[src/rtl/ysyx_23060191_arbiter_pkg.sv]
// rtl/ysyx_23060191_arbiter_pkg.sv - shared width and encodings for the IFU/LSU memory arbiter
package ysyx_23060191_arbiter_pkg;

  localparam int CPU_WIDTH = 32;

  typedef enum logic [1:0] {
    ST_IDLE  = 2'd0,
    ST_ISSUE = 2'd1,
    ST_WAIT  = 2'd2,
    ST_RESP  = 2'd3
  } arb_state_t;

  typedef enum logic {
    OWN_IFU = 1'b0,
    OWN_LSU = 1'b1
  } arb_owner_t;

endpackage

[src/rtl/ysyx_23060191_arbiter.sv]
// rtl/ysyx_23060191_arbiter.sv - single-outstanding IFU/LSU arbiter onto one memory port
module ysyx_23060191_arbiter
  import ysyx_23060191_arbiter_pkg::*;
#(
  parameter int unsigned STARVE_LIM = 4,
  parameter int unsigned TIMEOUT    = 255
) (
  input  logic                 clk,
  input  logic                 rst_n,
  input  logic                 ifu_req_valid,
  output logic                 ifu_req_ready,
  input  logic [CPU_WIDTH-1:0] ifu_addr,
  output logic                 ifu_resp_valid,
  output logic                 ifu_resp_err,
  output logic [CPU_WIDTH-1:0] ifu_rdata,
  input  logic                 lsu_req_valid,
  output logic                 lsu_req_ready,
  input  logic [CPU_WIDTH-1:0] lsu_addr,
  input  logic [CPU_WIDTH-1:0] lsu_wdata,
  input  logic                 lsu_wen,
  input  logic [3:0]           lsu_wmask,
  output logic                 lsu_resp_valid,
  output logic                 lsu_resp_err,
  output logic [CPU_WIDTH-1:0] lsu_rdata,
  output logic                 mem_req_valid,
  input  logic                 mem_req_ready,
  output logic [CPU_WIDTH-1:0] mem_addr,
  output logic [CPU_WIDTH-1:0] mem_wdata,
  output logic                 mem_wen,
  output logic [3:0]           mem_wmask,
  input  logic                 mem_resp_valid,
  input  logic [CPU_WIDTH-1:0] mem_rdata
);

  localparam int TW = $clog2(TIMEOUT + 1);

  arb_state_t             state_q, state_d;
  arb_owner_t             owner_q;
  logic [CPU_WIDTH-1:0]   addr_q, wdata_q, rdata_q;
  logic                   wen_q, err_q;
  logic [3:0]             wmask_q;
  logic [2:0]             streak_q;
  logic [TW-1:0]          tcnt_q;
  logic                   win_lsu, grant_ifu, grant_lsu, timed_out;

  // LSU is preferred until it has starved a waiting IFU STARVE_LIM times.
  assign win_lsu   = lsu_req_valid && !(ifu_req_valid && (streak_q == 3'(STARVE_LIM)));
  assign grant_lsu = (state_q == ST_IDLE) && win_lsu;
  assign grant_ifu = (state_q == ST_IDLE) && ifu_req_valid && !win_lsu;
  assign timed_out = (tcnt_q == TW'(TIMEOUT - 1)) && !mem_resp_valid;

  assign ifu_req_ready = grant_ifu;
  assign lsu_req_ready = grant_lsu;

  always_comb begin
    state_d = state_q;
    case (state_q)
      ST_IDLE:  if (grant_ifu || grant_lsu) state_d = ST_ISSUE;
      ST_ISSUE: if (mem_req_ready) state_d = ST_WAIT;
      ST_WAIT:  if (mem_resp_valid || timed_out) state_d = ST_RESP;
      ST_RESP:  state_d = ST_IDLE;
      default:  state_d = ST_IDLE;
    endcase
  end

  always_ff @(posedge clk or negedge rst_n) begin
    if (!rst_n) begin
      state_q  <= ST_IDLE;
      owner_q  <= OWN_IFU;
      addr_q   <= '0;
      wdata_q  <= '0;
      wen_q    <= 1'b0;
      wmask_q  <= 4'b0000;
      streak_q <= 3'd0;
      tcnt_q   <= '0;
      rdata_q  <= '0;
      err_q    <= 1'b0;
    end else begin
      state_q <= state_d;

      if (grant_lsu) begin
        owner_q <= OWN_LSU;
        addr_q  <= lsu_addr;
        wdata_q <= lsu_wdata;
        wen_q   <= lsu_wen;
        wmask_q <= lsu_wmask;
        if (ifu_req_valid && (streak_q != 3'(STARVE_LIM))) streak_q <= streak_q + 3'd1;
      end else if (grant_ifu) begin
        owner_q  <= OWN_IFU;
        addr_q   <= ifu_addr;
        wdata_q  <= '0;
        wen_q    <= 1'b0;
        wmask_q  <= 4'b0000;
        streak_q <= 3'd0;
      end

      if (state_q == ST_ISSUE && mem_req_ready) tcnt_q <= '0;
      else if (state_q == ST_WAIT) tcnt_q <= tcnt_q + TW'(1);

      // Responses are only accepted in WAIT; anything else is stale.
      if (state_q == ST_WAIT) begin
        if (mem_resp_valid) begin
          rdata_q <= mem_rdata;
          err_q   <= 1'b0;
        end else if (timed_out) begin
          rdata_q <= '0;
          err_q   <= 1'b1;
        end
      end
    end
  end

  assign mem_req_valid = (state_q == ST_ISSUE);
  assign mem_addr      = addr_q;
  assign mem_wdata     = wdata_q;
  assign mem_wen       = wen_q;
  assign mem_wmask     = wmask_q;

  assign ifu_resp_valid = (state_q == ST_RESP) && (owner_q == OWN_IFU);
  assign lsu_resp_valid = (state_q == ST_RESP) && (owner_q == OWN_LSU);
  assign ifu_rdata      = rdata_q;
  assign lsu_rdata      = rdata_q;
  assign ifu_resp_err   = err_q;
  assign lsu_resp_err   = err_q;

endmodule

[config.mk]
export PLATFORM = sky130hd
export DESIGN_NAME = ysyx_23060191_arbiter
export DESIGN_NICKNAME = d
export VERILOG_FILES = /design/src/rtl/ysyx_23060191_arbiter_pkg.sv /design/src/rtl/ysyx_23060191_arbiter.sv
export SDC_FILE = /design/constraint.sdc
export NUM_CORES = 1
export LEC_CHECK = 0
export BUFFER_PORTS_ARGS = -buffer_cell sky130_fd_sc_hd__buf_2
export CAP_MARGIN = 0
export CORE_MARGIN = 4
export CORE_UTILIZATION = 25
export CTS_CLUSTER_DIAMETER = 80
export DETAILED_ROUTE_END_ITERATION = 8
export GPL_TIMING_DRIVEN = 0
export HOLD_SLACK_MARGIN = 0.12
export PLACE_DENSITY_LB_ADDON = 0.25
export SYNTH_ARGS = -nofsm -noshare
export SYNTH_HDL_FRONTEND = slang
export SYNTH_SLANG_ARGS = --single-unit
[constraint.sdc]
create_clock -name clk -period 4.4 [get_ports clk]
set_input_delay 0.22 -clock clk [delete_from_list [all_inputs] [get_ports clk]]
set_output_delay 0.22 -clock clk [all_outputs]
set_load 0.05 [all_outputs]
# Word level (Yosys, flattened, before mapping)
# Index checks and enable logic that the tools add are counted.
[op_classes]
eq_ne = 10
bitwise_logic = 1
add_sub_neg = 2
reduce_logical = 22
mux = 22
[op_table]
columns = ["op", "n"]
rows = [
  ["two-way mux 32 bit", 6],
  ["two-way mux 8 bit", 2],
  ["logical AND 1 bit", 10],
  ["two-way mux 3 bit", 3],
  ["adder 8 x 1 -> 8 bit, second input constant", 1],
  ["equality test 8 bit, second input constant", 1],
  ["two-way mux 4 bit", 2],
  ["case mux 2 bit (4 select lines)", 1],
  ["two-way mux 2 bit", 3],
  ["!= test 2 x 1 -> 1 bit, second input constant", 3],
  ["nonzero test 2 bit", 3],
  ["two-way mux 1 bit", 5],
  ["equality test 2 bit, second input constant", 2],
  ["AND reduction 2 bit", 2],
  ["adder 3 x 1 -> 3 bit, second input constant", 1],
  ["equality test 3 bit, second input constant", 1],
  ["zero test 1 bit", 3],
  ["!= test 3 bit, second input constant", 1],
  ["AND reduction 3 bit", 1],
  ["equality test 2 x 1 -> 1 bit, second input constant", 1],
  ["zero test 2 bit", 1],
  ["logical OR 1 bit", 2],
  ["!= test 2 bit, second input constant", 1],
  ["NOT 1 bit", 1],
]
[word_totals]
inputBits = 139
elab_cells = 67
regBits = 116

# Logic depth before layout (Yosys ltp)
# Gate-level depths: netlist of the first run.
[logic_depth]
depth_word = 9
ltp_mapped = 9

# Worst setup path after synthesis of the first run
# Ideal clock, no wire load.
[synth_path]
kind = "reg2out"
from = "reg state_q[0]"
to = "out ifu_req_ready"
path_stages_with_launch = 9
arrival_ps = 1628
setup_slack_ps = 2552
t_required_ps = 4180
n_path_buf = 3
path_cell_list = "dfrtp_1 inv_1 ha_1 buf_2 nand2_2 or2_0 buf_2 buf_6 inv_1"
[synth_via]
elab_chain_len = 3
[synth_lines]
columns = ["item", "line_no", "text"]
rows = [
  ["start: declaration", "ysyx_23060191_arbiter.sv:37", "arb_state_t state_q, state_d;"],
  ["start signal: assignment", "ysyx_23060191_arbiter.sv:79", "state_q <= state_d;"],
  ["zero test 2 bit", "ysyx_23060191_arbiter.sv:49", "assign grant_ifu = (state_q == ST_IDLE) && ifu_req_valid && !win_lsu;"],
  ["logical AND 1 bit (2 in a row)", "ysyx_23060191_arbiter.sv:49", ""],
  ["end: declaration", "ysyx_23060191_arbiter.sv:11", "output logic ifu_req_ready,"],
]
# No other way between the ends.

# Final worst setup path of the first run
[layout_path]
from = "reg state_q[0]"
to = "out lsu_req_ready"
[layout_via]
elab_chain_len = 2
[layout_lines]
columns = ["item", "line_no", "text"]
rows = [
  ["zero test 2 bit", "ysyx_23060191_arbiter.sv:48", "assign grant_lsu = (state_q == ST_IDLE) && win_lsu;"],
  ["logical AND 1 bit", "ysyx_23060191_arbiter.sv:48", ""],
  ["end: declaration", "ysyx_23060191_arbiter.sv:17", "output logic lsu_req_ready,"],
]
# No other way between the ends.

==> results of run 1 <==
-- power by group through the flow --
stage	Sequential (mW)	Clock, mW	Combinational (mW)
after detailed placement	1.82	0	3.92
after global routing	1.88	1.50	4.50
after CTS	1.82	1.45	4.25
after global placement	1.83	0	3.89
final	1.82	1.40	4.24
after floorplan	3.21	0	1.56
-- per-stage QoR --
| stage | setup WS [ps] | util [%] | instance area (µm²) |
|---|---|---|---|
| finish | 1767 | 44.57 | 8760 |
| global route | 1515 | 44.57 | 8760 |
| CTS | 1647 | 44.57 | 8760 |
| detailed placement | 2134 | 34.61 | 6802 |
| global placement | 1484 | 34.43 | 6768 |
| floorplan | 2552 | - | 5045 |
-- cell type report --
class,instances,area [µm²]
Sequential cell,116,2903
Inverter,8,30.03
Buffer,65,395.4
Fill cell,1902,10890
Clock inverter,11,126.4
Multi-Input combinational cell,306,1717
Clock buffer,21,480.5
Timing Repair Buffer,414,2776
Tap cell,265,331.6
-- cells by family (layout without fill, tap and decap cells) --
| family | Yosys count | after routing | synth area share [%] |
|---|---|---|---|
| adders and majority gates | 8 | 8 | 1.984 |
| muxes | 21 | 21 | 4.191 |
| xor gates and xnor gates | 5 | 5 | 0.8680 |
| AOI/OAI and AO/OA | 78 | 78 | 10.64 |
| DFF | 116 | 116 | 57.54 |
| buffers and inverters | 73 | 519 | 8.433 |
| and+or+nand+nor | 194 | 194 | 16.34 |
-- layout by cell type (no fill, tap or decap), types with 12 or more instances in the layout --
| cell type | count |
|---|---|
| sky130_fd_sc_hd__buf_2 | 293 |
| sky130_fd_sc_hd__dlygate4sd3_1 | 135 |
| sky130_fd_sc_hd__dfrtp_1 | 116 |
| sky130_fd_sc_hd__nand2_1 | 102 |
| sky130_fd_sc_hd__nand3_1 | 40 |
| sky130_fd_sc_hd__nor2_1 | 34 |
| sky130_fd_sc_hd__buf_4 | 33 |
| sky130_fd_sc_hd__a22o_1 | 32 |
| sky130_fd_sc_hd__o21ai_0 | 25 |
| sky130_fd_sc_hd__mux2i_1 | 20 |
| sky130_fd_sc_hd__clkbuf_16 | 17 |
| sky130_fd_sc_hd__clkbuf_1 | 14 |
| sky130_fd_sc_hd__o22ai_1 | 12 |
-- worst reg2reg max path, delay by kind of cell, from the launching register on --
family          cells  cell delay, ps
compound gates      1              90
fa+ha+maj           1             140
buf+inv             5            1450
flops               1             400
simple gates        2             460
-- worst max path at each step --
stage	from	to	slack [ps]	cells past startpoint
CTS	state_q[0]	lsu_req_ready	1650	7
global placement	rst_n	mem_wdata[20]	1480	1
detailed placement	state_q[0]	lsu_req_ready	2130	7
global route	state_q[0]	mem_addr[25]	1520	9
finish	state_q[0]	lsu_req_ready	1770	7
floorplan	state_q[0]	ifu_req_ready	2550	8
-- sequential cells by signal, summed over array words and instances (netlist names) --
register	flops
streak_q	3
ifu_rdata	32
mem_addr	32
ifu_resp_err	1
owner_q	1
mem_wen	1
tcnt_q	8
mem_wmask	4
mem_wdata	32
state_q	2
-- per-layer routing --
metal | GRT usage [%] | share of wire (%) | up-vias
li1 | - | - | 2522
met5 | 0 | 0 | -
met2 | 26.54 | 49 | 208
met1 | 17.34 | 41 | 2388
met3 | 4.724 | 7.5 | 22
met4 | 5.398 | 2.1 | 0
==> flow_summary.json, run 1 <==
{
  "antenna_cells": 0,
  "critPathBufInv": 5,
  "timing.reg2reg.worst_path_depth": 9,
  "crit_path_end_kind": "output port",
  "grt_overflow_total": 0,
  "hp-class": "in -> reg",
  "timing.critical_path.arrival_ps": 2410,
  "synth_edf_count": 0,
  "synth_warnings": 0,
  "path_cells": "inv_1 > ha_1 > buf_2 > nand3_1 > inv_2 > buf_2 > buf_2",
  "design.final.nets": 1075,
  "cts.clk_slew.worst_paths_ps": 50,
  "synthesis.area_mm2": 0.005045,
  "detail-route-antenna-nets": 0,
  "routed_via_density": 4.262,
  "outcome": "finished, final reports clean",
  "drt-total-wl_mm": 17.29,
  "post_synth_num_cell_types": 32,
  "layout-drive-gt1-share_pct": 38.68,
  "synth.top_cells.by_area": "sky130_fd_sc_hd__dfrtp_1, sky130_fd_sc_hd__nand2_1, sky130_fd_sc_hd__a22o_1",
  "clock_power_share_pct": 18.8,
  "firstDrtPassIters": 5,
  "hp-start": "lsu_req_valid",
  "powerDensity_mw_per_mm2": 851.4,
  "synth.most_common_cell": "sky130_fd_sc_hd__dfrtp_1",
  "wire_per_inst_um": 14.33,
  "critPathKind": "reg -> out",
  "cpMostUsedCell": "sky130_fd_sc_hd__buf_2",
  "maxSlewHeadroom_pct": 63.59,
  "path_delay_family": "buffers and inverters",
  "fin_skew_ps": 13.40,
  "floorplan.initialDensity_pct": 25.67,
  "grt_pass1_vias": 5333,
  "clock_path_buffers": 2,
  "seqPwrFrac_pct": 24.3,
  "total_switching_power_mw": 3.738,
  "tritoncts.num_buffers": 17,
  "combinationalPowerShare_pct": 56.9,
  "synth_top_cell_by_area": "sky130_fd_sc_hd__dfrtp_1",
  "place_hpwl_mm": 11.68,
  "clkLatencyLatePin_ps": 410,
  "syn-num-nets": 642,
  "critical_path.max_stage_delay_ps": 400,
  "synth.ff_latch_count": 116,
  "h-tree-depth": 4,
  "yosys-top-cells-count": "sky130_fd_sc_hd__dfrtp_1, sky130_fd_sc_hd__nand2_1, sky130_fd_sc_hd__nand3_1, sky130_fd_sc_hd__nor2_1, sky130_fd_sc_hd__buf_4",
  "track_usage_pct": 15.13,
  "placementRows": 51,
  "tritoncts": "done",
  "fp.coreArea_mm2": 0.01965,
  "route.vias.total": 5140,
  "grt_first_pass_wirelength_mm": 26.81,
  "final_period_minus_worst_setup_slack_ps": 2633,
  "detail_route.drc_violations": 0,
  "finalPower_mw": 7.458,
  "fraction_of_synthesized_cell_area_taken_by_the_top_area_cell_type_pct": 57.54,
  "worst_setup_path_start_kind": "flop",
  "io-pin-count": 279,
  "area.growth.synth_to_final_pct": 73.64,
  "ctsRootBufferMaster": "sky130_fd_sc_hd__clkbuf_16",
  "power.static_leakage_nw": 4.704,
  "fp.dieArea_mm2": 0.02252,
  "finalHoldWorstSlack_ps": 141.2,
  "reg2reg_to": "mem_addr[14]",
  "ys.flop_type": "sky130_fd_sc_hd__dfrtp_1",
  "irDropWorstVdd_v": 0.0004516,
  "rsz0062_at_grt": "false",
  "reg2reg_setup_slack_ps": 1800,
  "timing_hold_violations_final": 0,
  "hold_end": "streak_q[2]",
  "fin_cells": 1206,
  "critical_path_required_ps": 4180,
  "cts_post_setup_buffers_inserted": 0,
  "setup_tns_after_final_layout_ps": 0,
  "crit-reg2reg-launch": "state_q[0]",
  "placed_cells": 1039,
  "cts-resized-gates": 0,
  "fmaxAchievable_ghz": 0.3797,
  "yosysSeqAreaShare_pct": 57.54,
  "hold_depth": 3,
  "maxCapViolCount": 0,
  "intPower_mw": 3.719,
  "buffer_ports.inserted": 278,
  "synth_area_per_cell_um2": 10.19,
  "number_of_design_rule_violations_left_by_the_first_detailed_router_iteration": 190,
  "grt_max_degree": 64,
  "synthesis.instances": 495,
  "antenna_found_initial": 0,
  "timing.critical_path.slowest_stage_cell": "sky130_fd_sc_hd__dfrtp_1",
  "final.period_utilization_pct": 59.85,
  "die_w_um": 150.1,
  "dieHeight_um": 150.1,
  "ys_async_sr_fraction_pct": 100.0,
  "cts.sink_count": 116,
  "timing_worst_slew_pin_value_ps": 546.2,
  "finalSetupViolCount": 0,
  "worst-path-max-fanout": 10,
  "gpl.final_weighted_congestion": 0.7459,
  "postCtsHoldBufs": 135,
  "final_slew_viol_count": 0,
  "netSwitchingFraction_pct": 50.13
}
Power figures use the tool's default switching activity.
==> inputs of run 2 (changes only) <==
==> constraint.sdc (replaced) <==
create_clock -name clk -period 2.5 [get_ports clk]
set_input_delay 0.125 -clock clk [delete_from_list [all_inputs] [get_ports clk]]
set_output_delay 0.125 -clock clk [all_outputs]
set_load 0.05 [all_outputs]
==> run 2 against run 1 <==
  * Critical path type is now reg -> reg
  * Worst setup slack lost 1600 ps
  * Critical endpoint is now mem_addr[21]
  * Total power grew 76%
  * Non-clock buffer count grew 1
==> flow_summary.json, run 2 (synthesis results as in run 1) <==
{
  "setup_tns_after_final_layout_ps": 0,
  "cpMostUsedCell": "sky130_fd_sc_hd__buf_6",
  "outcome": "finished, final reports clean",
  "track_usage_pct": 15.15,
  "timing_worst_slew_pin_value_ps": 572.5,
  "number_of_design_rule_violations_left_by_the_first_detailed_router_iteration": 171,
  "hold_depth": 3,
  "grt_overflow_total": 0,
  "finalPower_mw": 13.16,
  "irDropWorstVdd_v": 0.0007949,
  "dp_slack_ps": 329.2,
  "final_period_minus_worst_setup_slack_ps": 2343,
  "floorplan.initialDensity_pct": 25.67,
  "timing_hold_violations_final": 0,
  "firstDrtPassIters": 4,
  "hp-class": "in -> reg",
  "utilization_pct": 44.77,
  "clkLatencyLatePin_ps": 410,
  "drt-total-wl_mm": 17.28,
  "wire_per_inst_um": 14.31,
  "placementRows": 51,
  "hold_end": "state_q[0]",
  "clock_path_buffers": 2,
  "fin_cells": 1207,
  "tritoncts": "done",
  "tritoncts.num_buffers": 17,
  "power.static_leakage_nw": 4.731,
  "path_delay_family": "buffers and inverters",
  "leading_cell_type_in_the_layout_fill_and_taps_excluded": "sky130_fd_sc_hd__buf_2",
  "worst-path-max-fanout": 10,
  "worst_setup_path_start_kind": "flop",
  "dieHeight_um": 150.1,
  "h-tree-depth": 4,
  "area.growth.synth_to_final_pct": 74.40,
  "final_slew_viol_count": 0,
  "cts.clk_slew.worst_paths_ps": 60,
  "die_w_um": 150.1,
  "grt_max_degree": 64,
  "place_hpwl_mm": 11.68,
  "crit_path_end_kind": "flop",
  "finalSetupViolCount": 0,
  "detail_route.drc_violations": 0,
  "cts_post_setup_buffers_inserted": 0,
  "placed_cells": 1039,
  "ctsRootBufferMaster": "sky130_fd_sc_hd__clkbuf_16",
  "final.period_utilization_pct": 93.74,
  "rsz0062_at_grt": "false",
  "buffer_ports.inserted": 278,
  "reg2reg_setup_slack_ps": 160,
  "gpl.final_weighted_congestion": 0.7459,
  "fp.dieArea_mm2": 0.02252,
  "highest_count_cells_in_the_layout_ignoring_fill_and_taps": "sky130_fd_sc_hd__buf_2, sky130_fd_sc_hd__dlygate4sd3_1, sky130_fd_sc_hd__dfrtp_1",
  "cts.sink_count": 116,
  "grt_first_pass_wirelength_mm": 26.88,
  "critPathBufInv": 5,
  "antenna_cells": 0,
  "antenna_found_initial": 0,
  "io-pin-count": 279,
  "hp-start": "mem_req_ready",
  "route.vias.total": 5135,
  "layout-drive-gt1-share_pct": 39.17,
  "critPathKind": "reg -> reg",
  "powerDensity_mw_per_mm2": 1495,
  "detail-route-antenna-nets": 0,
  "critical_path.max_stage_delay_ps": 570,
  "fp.coreArea_mm2": 0.01965,
  "timing.critical_path.slowest_stage_cell": "sky130_fd_sc_hd__dlygate4sd3_1",
  "critical_path_required_ps": 2790,
  "maxSlewHeadroom_pct": 61.83,
  "timing.reg2reg.worst_path_depth": 10,
  "setup_ws_ps": 156.6,
  "path_cells": "inv_1 > ha_1 > buf_6 > nand2_4 > or2_0 > buf_2 > buf_6 > o22ai_1 > nor2_1 > dlygate4sd3_1",
  "reg2reg_to": "mem_addr[21]",
  "maxCapViolCount": 0,
  "fmaxAchievable_ghz": 0.4267,
  "grt_pass1_vias": 5363,
  "fin_skew_ps": 17.50,
  "cp_num_cells": 10,
  "routed_via_density": 4.254,
  "timing.critical_path.arrival_ps": 2630,
  "design.final.nets": 1076,
  "crit-reg2reg-launch": "state_q[0]"
}
==> run 2: changes by cell type in the layout (fill, tap and decap cells not counted), sizes merged <==
cell / before / now
dlygate4sd3: 135 / 136
==> run 2: power by group <==
group / switching [mW] / internal, mW
clock network: 0.889 / 1.57
logic: 5.18 / 2.32
registers: 0.516 / 2.68
total: 6.59 / 6.57
==> run 2: what timing repair did <==
action / 4_1_cts / 5_1_grt
endpoints found under the setup margin: 1 / 32
hold buffers: 136 / 0
gates resized for setup: 1 / 13
hold endpoints to repair: 156 / 0
==> run 2: worst min-delay path: cells and delay by family <==
family | cells | cell delay, ps
simple gates | 1 | 140
compound gates | 1 | 150
buf+inv | 1 | 110
==> run 2: worst max-delay path by stage <==
stage,start,end,slack [ps]
2_1_floorplan,state_q[0],ifu_req_ready,750
3_3_place_gp,rst_n,mem_wdata[20],-320
3_5_place_dp,state_q[0],lsu_req_ready,330
4_1_cts,state_q[0],mem_addr[29],20
5_1_grt,state_q[0],mem_addr[21],10
6_report,state_q[0],mem_addr[21],160
==> run 2: layout make-up <==
cell class                      count  area [µm²]
Fill cell                        1900       10860
Sequential cell                   116        2903
Timing Repair Buffer              415        2786
Multi-Input combinational cell    306        1734
Clock buffer                       21       480.5
Buffer                             65       406.6
Tap cell                          265       331.6
Clock inverter                     11       126.4
Inverter                            8       30.03
==> run 2: per-layer routing <==
metal / share of wire, % / wire length [µm] / GRT usage [%] / up-vias
li1: - / - / - / 2523
met1: 41 / 7136 / 17.40 / 2386
met2: 49 / 8440 / 26.51 / 203
met3: 7.7 / 1323 / 4.724 / 23
met4: 2.2 / 375 / 5.444 / 0
met5: 0 / 0 / 0 / -
==> run 2: stage by stage <==
stage | instance area, µm² | hold slack (ps)
CTS | 8775 | 143.3
floorplan | 5045 | -170.6
global route | 8798 | 185.3
finish | 8798 | 165.7
detailed placement | 6802 | 120.4
global placement | 6768 | 317.2
